File: src/rtl/pc_fetch_unit.sv
// ---------------------------------------------------------------------------
// pc_fetch_unit
//
// Program-counter register and instruction-fetch request sequencer.
// The PC advances using an externally computed pc + 4 (no adder in here),
// redirects on jump / taken branch, holds on stall, and traps on any
// misaligned next-PC until reset.
//
// Ports
//   clk               in   clock, all state updates on rising edge
//   rst_n             in   asynchronous active-low reset
//   pc_plus4_i        in   pc_o + 4 from the downstream adder
//   jump_i            in   jump redirect request
//   jump_target_i     in   jump destination
//   branch_taken_i    in   taken-branch redirect request
//   branch_target_i   in   branch destination
//   stall_i           in   hold PC advance
//   imem_req_ready_i  in   instruction memory accepts the request
//   imem_req_valid_o  out  fetch request valid (FETCH state only)
//   imem_addr_o       out  fetch address, always equal to pc_o
//   pc_o              out  current PC
//   misaligned_o      out  sticky misaligned-target trap flag
// ---------------------------------------------------------------------------
module pc_fetch_unit #(
    parameter int               WIDTH    = 32,
    parameter logic [WIDTH-1:0] RESET_PC = 32'h0000_0000
) (
    input  logic             clk,
    input  logic             rst_n,
    input  logic [WIDTH-1:0] pc_plus4_i,
    input  logic             jump_i,
    input  logic [WIDTH-1:0] jump_target_i,
    input  logic             branch_taken_i,
    input  logic [WIDTH-1:0] branch_target_i,
    input  logic             stall_i,
    input  logic             imem_req_ready_i,
    output logic             imem_req_valid_o,
    output logic [WIDTH-1:0] imem_addr_o,
    output logic [WIDTH-1:0] pc_o,
    output logic             misaligned_o
);

    typedef enum logic [1:0] {
        IDLE  = 2'd0,
        FETCH = 2'd1,
        HOLD  = 2'd2,
        TRAP  = 2'd3
    } state_t;

    state_t           state;
    logic [WIDTH-1:0] pc;
    logic [WIDTH-1:0] pend_target;
    logic             pend_vld;
    logic             req_vld;
    logic             mis;

    logic             accept;
    logic             redirect;
    logic [WIDTH-1:0] redirect_target;
    logic [WIDTH-1:0] next_pc;
    logic             next_ok;

    function automatic logic is_aligned(input logic [WIDTH-1:0] addr);
        return (addr[1:0] == 2'b00);
    endfunction

    // Next-PC selection: a fresh redirect this cycle beats a redirect that
    // arrived while the previous request was still waiting for ready.
    always_comb begin
        accept          = req_vld & imem_req_ready_i;
        redirect        = jump_i | branch_taken_i;
        redirect_target = jump_i ? jump_target_i : branch_target_i;
        if (redirect)
            next_pc = redirect_target;
        else if (pend_vld)
            next_pc = pend_target;
        else
            next_pc = pc_plus4_i;
        next_ok = is_aligned(next_pc);
    end

    // Pending redirect target is plain data; pend_vld qualifies it.
    always_ff @(posedge clk) begin
        if (state == FETCH && !accept && redirect)
            pend_target <= redirect_target;
    end

    always_ff @(posedge clk or negedge rst_n) begin
        if (!rst_n) begin
            state    <= IDLE;
            pc       <= RESET_PC;
            pend_vld <= 1'b0;
            req_vld  <= 1'b0;
            mis      <= 1'b0;
        end else begin
            case (state)
                IDLE: begin
                    state   <= stall_i ? HOLD : FETCH;
                    req_vld <= !stall_i;
                end

                FETCH: begin
                    if (accept) begin
                        if (!next_ok) begin
                            state    <= TRAP;
                            req_vld  <= 1'b0;
                            mis      <= 1'b1;
                            pend_vld <= 1'b0;
                        end else begin
                            pc       <= next_pc;
                            pend_vld <= 1'b0;
                            state    <= stall_i ? HOLD : FETCH;
                            req_vld  <= !stall_i;
                        end
                    end else if (redirect) begin
                        // Request stays on the bus unchanged; remember where
                        // to go once it is finally accepted.
                        pend_vld <= 1'b1;
                    end
                end

                HOLD: begin
                    if ((redirect || pend_vld) && !next_ok) begin
                        state    <= TRAP;
                        req_vld  <= 1'b0;
                        mis      <= 1'b1;
                        pend_vld <= 1'b0;
                    end else begin
                        // Without a redirect the PC simply holds; pc_plus4_i
                        // is deliberately ignored here.
                        if (redirect || pend_vld) begin
                            pc       <= next_pc;
                            pend_vld <= 1'b0;
                        end
                        state   <= stall_i ? HOLD : FETCH;
                        req_vld <= !stall_i;
                    end
                end

                default: begin
                    // TRAP: frozen until reset.
                    state   <= TRAP;
                    req_vld <= 1'b0;
                end
            endcase
        end
    end

    assign imem_req_valid_o = req_vld;
    assign imem_addr_o      = pc;
    assign pc_o             = pc;
    assign misaligned_o     = mis;

endmodule
File: config.mk
export PLATFORM = sky130hd
export DESIGN_NAME = pc_fetch_unit
export DESIGN_NICKNAME = d
export VERILOG_FILES = /design/src/rtl/pc_fetch_unit.sv
export SDC_FILE = /design/constraint.sdc
export NUM_CORES = 1
export LEC_CHECK = 0
export BUFFER_PORTS_ARGS = -buffer_cell sky130_fd_sc_hd__buf_2
export CAP_MARGIN = 20
export CORE_MARGIN = 5
export CORE_UTILIZATION = 48
export CTS_CLUSTER_DIAMETER = 200
export DETAILED_ROUTE_END_ITERATION = 10
export MAX_ROUTING_LAYER = met4
export PLACE_DENSITY = 0.85
export SYNTH_ARGS = -nofsm -noshare
export SYNTH_HDL_FRONTEND = slang
export SYNTH_SLANG_ARGS = --single-unit
File: constraint.sdc
create_clock -name clk -period 4.09 [get_ports clk]
set_input_delay 0.409 -clock clk [delete_from_list [all_inputs] [get_ports clk]]
set_output_delay 0.409 -clock clk [all_outputs]
set_load 0.05 [all_outputs]
After elaboration in Yosys (flattened, before gate mapping)
Index checks and enable logic that the tools add are counted.
Word-level totals
  output and inout bits: 66
  logic and storage cells: 57
  bits in registers: 69
Cells by class
  reduce and logical (&&, ||, !) cells: 13
  bitwise logic cells: 2
  multiplexer cells: 26
  equal/unequal tests: 10
Operator list (number)
  32-bit 2-to-1 mux: 7
  32-bit case mux with 2 select lines: 1
  2-bit inequality test, second input constant: 6
  1-bit 2-to-1 mux: 10
  2-bit 2-to-1 mux: 4
  3-bit inequality test, second input constant: 2
  2-bit case mux with 3 select lines: 1
  5-bit AND reduction: 1
  2-bit logical NOT: 2
  1-bit case mux with 2 select lines: 2
  4-bit AND reduction: 1
  1-bit logical AND: 3
  1-bit logical NOT: 3
  1-bit case mux with 3 select lines: 1
  3-bit AND reduction: 1
  2-bit by 1-bit equality test with 1-bit output, second input constant: 1
  2-bit equality test, second input constant: 1
  2-bit nonzero test: 1
  1-bit AND: 1
  1-bit logical OR: 1
  1-bit OR: 1

Logic depth before layout (Yosys ltp)
Gate-level depths: netlist of run 1.
  depth after elaboration: 7
  mapped depth: 8
  gate-level depth less buffers: 6

Worst setup path before layout of run 1
OpenSTA, ideal clock, no wires.
  path type: register -> register
  start: register state[1]
  end: register pend_target[0] (enable)
  slack: 1.190 ns
  stages on the path, launching flop included: 6
  period minus slack after synthesis: 2.900 ns
  data required time: 3.669 ns
  data arrival time: 2.479 ns
  cells stage by stage: dfrtp_1 > inv_1 > ha_1 > clkbuf_1 > a21bo_2 > nor2_1
Between the ends
  cells in the longest elaborated chain, start to end: 3
RTL lines
  start: declaration: line 50  | state_t state;
  start signal: assignment: line 98  | state <= stall_i ? HOLD : FETCH;
  start signal: assignment: line 112  | state <= stall_i ? HOLD : FETCH;
  start signal: assignment: line 135  | state <= stall_i ? HOLD : FETCH;
  2-bit by 1-bit equality test with 1-bit output: line 84  | if (state == FETCH && !accept && redirect)
  1-bit logical AND (2 in series): line 84
  end signal: assignment: line 85  | pend_target <= redirect_target;
  end: declaration: line 52  | logic [WIDTH-1:0] pend_target;
Every way passes these cells.
A chain may end at the register's enable or synchronous reset.

Final worst setup path of run 1
  start: register pend_vld
  end: register pc[3], in the netlist imem_addr_o[3]
Between the ends
  cells in the longest elaborated chain, start to end: 7
  elaborated cells on any way between the ends: 15
  those cells by class: eq/ne (3); mux (7); reduce/logical (5)
RTL lines
  start: declaration: line 53  | logic pend_vld;
  start signal: assignment: line 92  | pend_vld <= 1'b0;
  start signal: assignment: line 108  | pend_vld <= 1'b0;
  start signal: assignment: line 111  | pend_vld <= 1'b0;
  32-bit 2-to-1 mux: line 75  | else if (pend_vld)
  32-bit 2-to-1 mux: line 73  | if (redirect)
  2-bit logical NOT: line 64  | return (addr[1:0] == 2'b00);
  1-bit logical NOT: line 123  | if ((redirect || pend_vld) && !next_ok) begin
  1-bit logical AND: line 123
  2-bit inequality test (no source line)
  5-bit AND reduction (no source line)
  end signal: assignment: line 110  | pc <= next_pc;
  end signal: assignment: line 132  | pc <= next_pc;
  end: declaration: line 51  | logic [WIDTH-1:0] pc;
Parallel ways exist; a longest one is shown, timed or not. The select of a mux whose other input is x is not followed.

==> results.yml, run 1 <==
status:
  outcome: "completed"
placement:
  dp_hpwl_um: 6890
  gp_congestion: 0.820
  post_dp_cell_area_um2: 4620
  port_buffers: 167
  place_ws_ps: 1320
route:
  wl_per_cell_um: 16.4
  ant_nets: 0
  vias: 2938
  drc: 0
  drt_wl_total_um: 9260
  viasPerCell: 5.21
  drt_pre_antenna_iters: 5
  drt_iter0_markers: 113
sta:
  skew_ps: 12.7
  fin_tns_setup_ps: 0
  min_period_ps: 2620
  fmax_mhz: 382
  setup_viol: 0
  rsz0062_at_grt: "false"
  hold_viol_final: 0
  timing.final.crit_share_pct: 64.0
  slew_viol_final: 0
  worst_slack_ps: 1470
  relSlewSlack_pct: 33.9
  tightest_slew_ps: 991
die:
  rows: 33
  floorplan.initialDensity_pct: 48.5
  core_um2: 8130
  die_h_um: 101
  die-area_um2: 10100
  ios: 168
  fp.dieW_um: 101
logic_synthesis:
  yosys-top-cells-count: "37 x dfrtp_1, 36 x nor2_1, 34 x buf_4, 34 x mux2_2, 33 x a21oi_1"
  async_reset_ff_share_pct: 53.6
  yosysWarningCount: 0
  synthFlopType: "dfrtp_1"
  synth_area_um2: 3950
  synth-seq-area-share_pct: 47.8
  synth_area_leaders: "edfxtp_1 24%, dfrtp_1 23%, mux2_4 11%"
  synth-edff-count: 32
  synthesis.instances: 323
  synth.most_common_cell: "dfrtp_1"
  yosys_register_bits: 69
  ys_types: 37
  syn-num-nets: 429
  synth_top_area_cell: "edfxtp_1"
  synth_top_cell_area_share_pct: 24.3
  avgSynthCellArea_um2: 12.2
final_layout:
  nNetsFinal: 560
  num_antenna_cells: 0
  nFillCells: 691
  drive_above_1_share_pct: 55.8
  layout-area-overhead-vs-synth_pct: 21.5
  finish.utilization_pct: 59.0
  design_area_um2: 4800
clocking:
  clkLatencyLatePin_ps: 340
  clk_pin_slew_ps: 80
  hold_buffers: 0
  htree_num_levels: 3
  post_cts_buffers: 0
  clockBufferDepth: 2
  cts_tree: "yes"
  clock_sinks: 69
  cts_buffers: 9
  clockRootBuffer: "clkbuf_8"
  post_cts_resized: 0
critical_path:
  cp-end-kind: "flip-flop"
  path_max_fanout: 36
  worst-setup-path-type: "reg2reg"
  start_kind: "flip-flop"
  r2r_cells: 5
  r2r_setup_slack_ps: 1470
  critPathArrivalTime_ps: 2840
  required_ps: 4310
global_routing:
  grt_pass1_vias: 3068
  gr-max-usage-layer: "met2"
  grtUsageMet3_pct: 4.01
  use_met1_pct: 22.9
  grt_first_pass_wirelength_um: 14500
  grt_start_max_net_pins: 38
  grtUsageTotal_pct: 18.7
  gr-total-overflow: 0
  antenna_found_initial: 0
  use_met2_pct: 30.8
pwr:
  p_leak_nw: 2.26
  power_density_nw_per_um2: 837
  ir_worst_vdd_mv: 0.424
worst_hold_path:
  hp-class: "in2async"
job:
  maxCapViolCount: 0
## routing by layer
layer | wire [um] | vias up
met1 | 3770 | 1411
met3 | 670 | 8
li1 | - | 1390
met4 | 94 | 0
met2 | 4730 | 129
met5 | 0 | -
## layout by cell type (no fill, tap or decap), types with 2 or more instances in the layout
| cell type | Yosys | final |
|---|---|---|
| o32ai_1 | 2 | 2 |
| a21oi_1 | 33 | 33 |
| nor3_1 | 2 | 2 |
| mux2i_1 | 30 | 30 |
| inv_1 | 4 | 4 |
| a31oi_1 | 2 | 2 |
| clkbuf_8 | 0 | 11 |
| nand3_1 | 2 | 2 |
| mux2_2 | 34 | 34 |
| nor2_1 | 36 | 34 |
| ha_1 | 4 | 4 |
| nand2_1 | 4 | 4 |
| clkbuf_1 | 10 | 2 |
| buf_4 | 34 | 4 |
| buf_2 | 3 | 167 |
| o21ai_0 | 2 | 2 |
| dfrtp_1 | 37 | 36 |
| nor2_4 | 0 | 2 |
| clkinvlp_4 | 0 | 2 |
| mux2_4 | 28 | 28 |
| edfxtp_1 | 32 | 32 |
| nor2b_1 | 4 | 4 |
## kinds of logic (layout without fill, tap and decap cells)
kind of cell | after synthesis | in the layout | synth area share (%)
simple gates | 53 | 53 | 6.12
flops | 69 | 69 | 47.8
fa+ha+maj | 4 | 4 | 1.27
mux | 92 | 92 | 27.9
compound gates | 50 | 50 | 7.76
buf+inv | 55 | 191 | 9.13
## power by group
| part | switching, mW | leakage (nW) | internal [mW] | total [mW] |
|---|---|---|---|---|
| logic | 1.57 | 1.44 | 0.707 | 2.27 |
| registers | 0.245 | 0.731 | 0.995 | 1.24 |
| clock network | 0.251 | 0.0857 | 0.253 | 0.504 |
## through the flow
step | instances | power [mW] | hold slack [ps]
6_report | 564 | 4.02 | 188
2_1_floorplan | 323 | 3.23 | 113
3_3_place_gp | 548 | 3.48 | 498
5_1_grt | 564 | 4.21 | 248
4_1_cts | 564 | 4.05 | 204
3_5_place_dp | 548 | 3.54 | 464
## flip-flops by register name, indices dropped and copies added, names as in the netlist
| name | flops |
|---|---|
| misaligned_o | 1 |
| imem_req_valid_o | 1 |
| pend_target | 32 |
| state | 2 |
| imem_addr_o | 32 |
| pend_vld | 1 |
## layout make-up
cell class              count  area (um2)  area share [%]
flip-flops and latches     69        1890            39.4
multi-input cells         199        1720            35.8
repair buffers            171         866            18.1
clock buffers              13         159            3.31
well taps                 105         131            2.74
clock inverters             3        20.0           0.417
inverters                   4        15.0           0.313
## worst max-delay path, stage by stage, from the launching register on
cell and delay, ps:
dfrtp_2 1020, nor3b_1 280, o21ai_1 200, a211oi_4 290, buf_4 340, mux2_2 380
## final timing paths
check,start,end
max,pend_vld,imem_addr_o[3]
min,rst_n,imem_addr_o[21]
max reg2reg,pend_vld,imem_addr_o[3]
min reg2reg,misaligned_o,misaligned_o
max in group asynchronous,rst_n,pend_vld
min in group clk,jump_target_i[14],pend_target[14]
Note: power is estimated with default switching activity, not from simulation.
==> run 2: changes to the inputs <==
--- a/config.mk
+++ b/config.mk
@@ -5,14 +5,15 @@
 export SDC_FILE = /design/constraint.sdc
 export NUM_CORES = 1
 export LEC_CHECK = 0
+export ABC_AREA = 1
 export BUFFER_PORTS_ARGS = -buffer_cell sky130_fd_sc_hd__buf_2
 export CAP_MARGIN = 20
 export CORE_MARGIN = 5
-export CORE_UTILIZATION = 48
+export CORE_UTILIZATION = 43
 export CTS_CLUSTER_DIAMETER = 200
 export DETAILED_ROUTE_END_ITERATION = 10
 export MAX_ROUTING_LAYER = met4
-export PLACE_DENSITY = 0.85
+export PLACE_DENSITY = 0.81
 export SYNTH_ARGS = -nofsm -noshare
 export SYNTH_HDL_FRONTEND = slang
 export SYNTH_SLANG_ARGS = --single-unit
==> constraint.sdc (replaced) <==
create_clock -name clk -period 2.15 [get_ports clk]
set_input_delay 0.215 -clock clk [delete_from_list [all_inputs] [get_ports clk]]
set_output_delay 0.215 -clock clk [all_outputs]
set_load 0.05 [all_outputs]
==> run 2 against run 1 <==
Net effect:
- the flow now finishes with violations (hold timing)
- via count is 26% higher
- global-route usage is 1.0 points higher
- combinational power is 70% higher
- register-to-register slack worse by 1100 ps
- cell area is 2.0% lower
- worst hold slack worse by 210 ps
- clock skew is 4.6 ps lower
- utilization is 5.0 points lower
- worst setup slack worse by 1100 ps
==> results.yml, run 2 <==
global_routing:
  grt_pass1_vias: 3674
  antenna_found_initial: 0
  grt_start_max_net_pins: 38
  gr-total-overflow: 0
  grtUsageTotal_pct: 19.7
  grt_first_pass_wirelength_um: 17300
final_layout:
  regArea_um2: 1890
  num_antenna_cells: 0
  nNetsFinal: 742
  final_cell_mix: "235 x nand2_1, 167 x buf_2, 50 x o21ai_0"
  multi_input_comb_area_um2: 1520
  nFillCells: 837
  drive_above_1_share_pct: 31.8
  final_common_cell: "nand2_1"
  layout-area-overhead-vs-synth_pct: 22.0
  design_area_um2: 4700
placement:
  post_dp_cell_area_um2: 4540
  dp_hpwl_um: 8010
  gp_congestion: 0.859
  place_ws_ps: 182
  port_buffers: 167
critical_path:
  r2r_cells: 8
  critPathArrivalTime_ps: 2040
  worstSetupEndpoint: "imem_addr_o[16]"
  worstSetupStartpoint: "state[1]"
  rr_startpoint: "state[1]"
  cp-end-kind: "flip-flop"
  path_max_fanout: 18
  required_ps: 2430
  r2r-end: "imem_addr_o[16]"
  worst-setup-path-type: "reg2reg"
  start_kind: "flip-flop"
  r2r_setup_slack_ps: 380
logic_synthesis:
  synth_area_um2: 3850
  yosysWarningCount: 0
  synthesis.instances: 504
  avgSynthCellArea_um2: 7.65
  yosys_register_bits: 69
  async_reset_ff_share_pct: 53.6
  synth_top_area_cell: "edfxtp_1"
  synth-edff-count: 32
  synth.most_common_cell: "nand2_1"
  synth_top_cell_area_share_pct: 24.9
  synth-seq-area-share_pct: 48.9
  synth_area_leaders: "edfxtp_1 25%, dfrtp_1 24%, nand2_1 23%"
  yosys-top-cells-count: "235 x nand2_1, 50 x o21ai_0, 39 x nor2_1, 37 x dfrtp_1, 35 x buf_4"
  ys_types: 22
  syn-num-nets: 610
  synthFlopType: "dfrtp_1"
pwr:
  p_seq_share_pct: 31.4
  ir_worst_vdd_mv: 0.803
  p_int_mw: 3.10
  p_sw_mw: 3.85
  p_leak_nw: 2.59
  p_total_mw: 6.96
  power_density_nw_per_um2: 1480
  clock_power_share_pct: 12.9
  p_comb_share_pct: 55.7
  switching_share_pct: 55.4
clocking:
  cts_buffers: 9
  clk_pin_slew_ps: 70
  cts_tree: "yes"
  clkLatencyLatePin_ps: 340
  htree_num_levels: 3
  clock_sinks: 69
  clockRootBuffer: "clkbuf_8"
  hold_buffers: 0
  clockBufferDepth: 2
sta:
  setup_viol: 0
  min_period_ps: 1770
  tightest_slew_ps: 837
  relSlewSlack_pct: 44.2
  timing.final.crit_share_pct: 82.1
  rsz0062_at_grt: "false"
  fin_tns_setup_ps: 0
  hold_slack_ps: -26.3
  fmax_mhz: 566
  worst_slack_ps: 385
  hold_viol_final: 35
  skew_ps: 8.11
  slew_viol_final: 0
die:
  ios: 168
  fp.dieW_um: 105
  die_h_um: 105
  floorplan.initialDensity_pct: 44.2
  core_um2: 8720
  rows: 34
  die-area_um2: 11000
route:
  ant_nets: 0
  vias: 3713
  drt_iter0_markers: 219
  drt_wl_total_um: 10700
  wl_per_cell_um: 14.2
  drc: 0
  viasPerCell: 4.96
  drt_pre_antenna_iters: 5
worst_hold_path:
  hp-class: "in2async"
status:
  violations: "hold timing"
  outcome: "complete, but fails checks"
job:
  maxCapViolCount: 0
run 2: changes by cell type in the layout (fill, tap and decap cells not counted), moves of 4 or more:
cell     change
nand2_1    +231
o21ai_0     +48
mux2_2      -34
mux2i_1     -30
a21oi_1     -29
mux2_4      -28
inv_1       +12
o21ai_1     +10
buf_4        +7
inv_2        +4
nand3_1      +4
nor2_1       +4
nor2b_1      -4
run 2: layout make-up:
cell class,count,share of cell area (%)
flip-flops and latches,69,40.1
multi-input cells,357,32.4
repair buffers,178,19.5
well taps,108,2.87
clock buffers,11,2.79
inverters,21,1.73
clock inverters,5,0.585
run 2: timing repair:
item / CTS / global route
setup endpoints to repair: 0 / 2
resized for setup: 0 / 2
buffers inserted: 0 / 0
run 2: metal layers:
metal / vias up / routed length (um) / track usage [%]
met5: - / 0 / -
met4: 0 / 241 / 7.58
met3: 24 / 997 / 4.38
met2: 179 / 5300 / 33.8
li1: 1820 / - / -
met1: 1690 / 4130 / 22.5
run 2: worst min-delay path by stage:
stage / from / slack [ps] / to / depth (start not counted)
after floorplan: rst_n / -80 / imem_addr_o[0] / 0
after global placement: rst_n / 360 / imem_addr_o[8] / 1
after detailed placement: rst_n / 380 / imem_addr_o[8] / 1
after CTS: rst_n / 3 / imem_addr_o[8] / 1
after global routing: rst_n / 50 / imem_addr_o[29] / 1
final: rst_n / -30 / imem_addr_o[8] / 1
run 2: logic make-up after synthesis:
logic type	after synthesis	synth area share, %
buffers and inverters	78	11.8
adders and majority gates	4	1.30
AOI/OAI and AO/OA	68	9.09
DFF	69	48.9
and+or+nand+nor	285	28.9
run 2: per-stage QoR:
stage	std cells	utilization, %
2_1_floorplan	504	-
3_5_place_dp	733	52.1
3_3_place_gp	733	52.1
6_report	749	53.9
4_1_cts	749	53.9
5_1_grt	749	53.9
run 2: worst max-delay path: stages, from the launching register on:
cell	delay [ps]
dfrtp_1	400
inv_1	80
ha_1	250
nand2_1	250
nand2_1	170
nor2_4	180
buf_4	240
nand2_1	70
nand2_1	70
run 2: power groups by stage:
stage,logic (mW),clock network (mW),registers (mW)
3_5_place_dp,3.89,0,2.21
6_report,3.87,0.896,2.18
3_3_place_gp,3.84,0,2.19
2_1_floorplan,2.34,0,3.15
4_1_cts,3.89,0.921,2.19
5_1_grt,4.12,0.977,2.26
==> run 3: changes to the inputs <==
==> config.mk (replaced) <==
export PLATFORM = sky130hd
export DESIGN_NAME = pc_fetch_unit
export DESIGN_NICKNAME = d
export VERILOG_FILES = /design/src/rtl/pc_fetch_unit.sv
export SDC_FILE = /design/constraint.sdc
export NUM_CORES = 1
export LEC_CHECK = 0
export ABC_AREA = 0
export BUFFER_PORTS_ARGS = -buffer_cell sky130_fd_sc_hd__buf_2
export CAP_MARGIN = 20
export CORE_MARGIN = 5
export CORE_UTILIZATION = 48
export CTS_CLUSTER_DIAMETER = 200
export DETAILED_ROUTE_END_ITERATION = 10
export MAX_ROUTING_LAYER = met4
export PLACE_DENSITY = 0.85
export SYNTH_ARGS = -nofsm -noshare
export SYNTH_HDL_FRONTEND = slang
export SYNTH_SLANG_ARGS = --single-unit
==> constraint.sdc (replaced) <==
create_clock -name clk -period 1.7 [get_ports clk]
set_input_delay 0.17 -clock clk [delete_from_list [all_inputs] [get_ports clk]]
set_output_delay 0.17 -clock clk [all_outputs]
set_load 0.05 [all_outputs]
==> run 3 against run 2 <==
Net effect:
- the flow finishes with violations (setup timing)
- largest cell class unchanged
- via count shrank 19%
- combinational power grew 58%
- critical path depth is the same
- maximum frequency shrank 9.8%
==> results.yml, run 3 (synthesis gave the netlist of run 1 again) <==
status:
  outcome: "complete, but fails checks"
  violations: "setup timing"
critical_path:
  cp-end-kind: "flip-flop"
  critPathArrivalTime_ps: 2190
  r2r_cells: 8
  slowest_delay_ps: 480
  critPathSlowestCell: "or4b_4"
  rr_startpoint: "state[0]"
  start_kind: "flip-flop"
  r2r-end: "imem_addr_o[15]"
  required_ps: 1930
  worst-setup-path-type: "reg2reg"
  r2r_setup_slack_ps: -260
  path_max_fanout: 8
  crit_path_cell_trace: "inv_2 -> ha_4 -> or4b_4 -> nand2_4 -> a211oi_4 -> buf_6 -> clkbuf_16 -> mux2_4"
global_routing:
  grt_first_pass_wirelength_um: 15100
  gr-total-overflow: 0
  grt_start_max_net_pins: 65
  antenna_found_initial: 0
  grtUsageTotal_pct: 19.8
  grt_pass1_vias: 3088
sta:
  min_period_ps: 1960
  skew_ps: 10.6
  rsz0062_at_grt: "true"
  timing.final.crit_share_pct: 115
  worst_slack_ps: -257
  relSlewSlack_pct: 56.5
  fin_tns_setup_ps: -8670
  fmax_mhz: 511
  setup_viol: 64
  tightest_slew_ps: 653
  slew_viol_final: 0
  hold_viol_final: 0
  hold_slack_ps: 141
die:
  fp.dieW_um: 101
  die-area_um2: 10100
  floorplan.initialDensity_pct: 48.5
  ios: 168
  die_h_um: 101
  core_um2: 8130
  rows: 33
final_layout:
  num_antenna_cells: 0
  final_cell_mix: "167 x buf_2, 36 x dfrtp_1, 34 x mux2_2, 34 x nor2_1, 33 x a21oi_1"
  layout-area-overhead-vs-synth_pct: 31.2
  layoutNonFillerInstCount: 588
  drive_above_1_share_pct: 59.8
  nNetsFinal: 584
  final_common_cell: "buf_2"
pwr:
  power_density_nw_per_um2: 2040
  p_leak_nw: 2.44
  ir_worst_vdd_mv: 1.15
  p_total_mw: 10.6
clocking:
  clkLatencyLatePin_ps: 350
  cts_buffers: 9
  cts_tree: "yes"
  clockBufferDepth: 2
  htree_num_levels: 3
  clock_sinks: 69
  clockRootBuffer: "clkbuf_8"
  clk_pin_slew_ps: 90
worst_hold_path:
  whs_endpoint: "pend_target[5]"
  hp-class: "in2reg"
  min_from: "jump_target_i[5]"
  holdPathStages: 2
placement:
  port_buffers: 167
  dpl.cell_count: 564
  dp_hpwl_um: 7260
  place_ws_ps: -300
  gp_congestion: 0.811
route:
  drc: 0
  drt_wl_total_um: 9850
  drt_iter0_markers: 115
  viasPerCell: 5.11
  vias: 3003
  wl_per_cell_um: 16.8
  ant_nets: 0
  drt_pre_antenna_iters: 4
job:
  maxCapViolCount: 0
==> run 3: changes by cell type in the layout (fill, tap and decap cells not counted), sizes merged, moves of 3 or more <==
cell and delta:
nand2 -232, mux2 +62, o21ai -59, a21oi +30, mux2i +30, inv -15
buf +14, nand3 -5, nor2 -5, nor2b +4, bufinv +3
==> run 3: repair_timing <==
action,in CTS,in global routing
gates resized for setup,5,10
hold buffers,1,0
endpoints found under the hold margin,26,0
cloned,0,2
setup buffers,0,5
pin swaps,1,4
endpoints found under the setup margin,43,66
==> run 3: stage by stage <==
stage | utilization (%) | instance area [um2]
after floorplan | - | 3980
after global placement | 58.7 | 4770
after detailed placement | 58.7 | 4770
after CTS | 62.0 | 5050
after global routing | 63.7 | 5180
final | 63.7 | 5180
==> run 3: cell type report <==
class                   instances  area [um2]
clock inverters                 7         121
flip-flops and latches         69        1890
repair buffers                195        1140
fillers                       654        2950
clock buffers                   9         124
multi-input cells             199        1770
well taps                     105         131
inverters                       4        15.0
==> run 3: report_power, final <==
| part | leakage, nW | internal [mW] | switching, mW |
|---|---|---|---|
| clock | 0.124 | 0.985 | 0.666 |
| sequential | 0.731 | 2.39 | 0.410 |
| combinational | 1.59 | 2.03 | 4.09 |
| total | 2.44 | 5.40 | 5.17 |
==> run 3: routing by layer <==
layer | track usage [%] | vias to the layer above | wire [um]
li1 | - | 1433 | -
met1 | 24.0 | 1434 | 4060
met5 | - | - | 0
met3 | 3.81 | 13 | 671
met2 | 32.9 | 123 | 4990
met4 | 7.15 | 0 | 133
==> run 3: worst max path at each step <==
stage | startpoint | to | slack [ps] | depth (start not counted)
finish | state[0] | imem_addr_o[15] | -260 | 8
global route | state[1] | imem_addr_o[3] | -310 | 8
CTS | state[0] | imem_addr_o[21] | -220 | 7
detailed placement | state[0] | imem_addr_o[21] | -300 | 7
global placement | state[0] | imem_addr_o[22] | -210 | 7
floorplan | state[1] | imem_addr_o[10] | -280 | 8
==> run 3: worst max-delay path, delay by kind of cell, from the launching register on <==
kind | cells | cell delay, ps
and+or+nand+nor | 2 | 580
adders and majority gates | 1 | 120
buffers and inverters | 3 | 400
muxes | 1 | 290
DFF | 1 | 410
AOI/OAI and AO/OA | 1 | 50
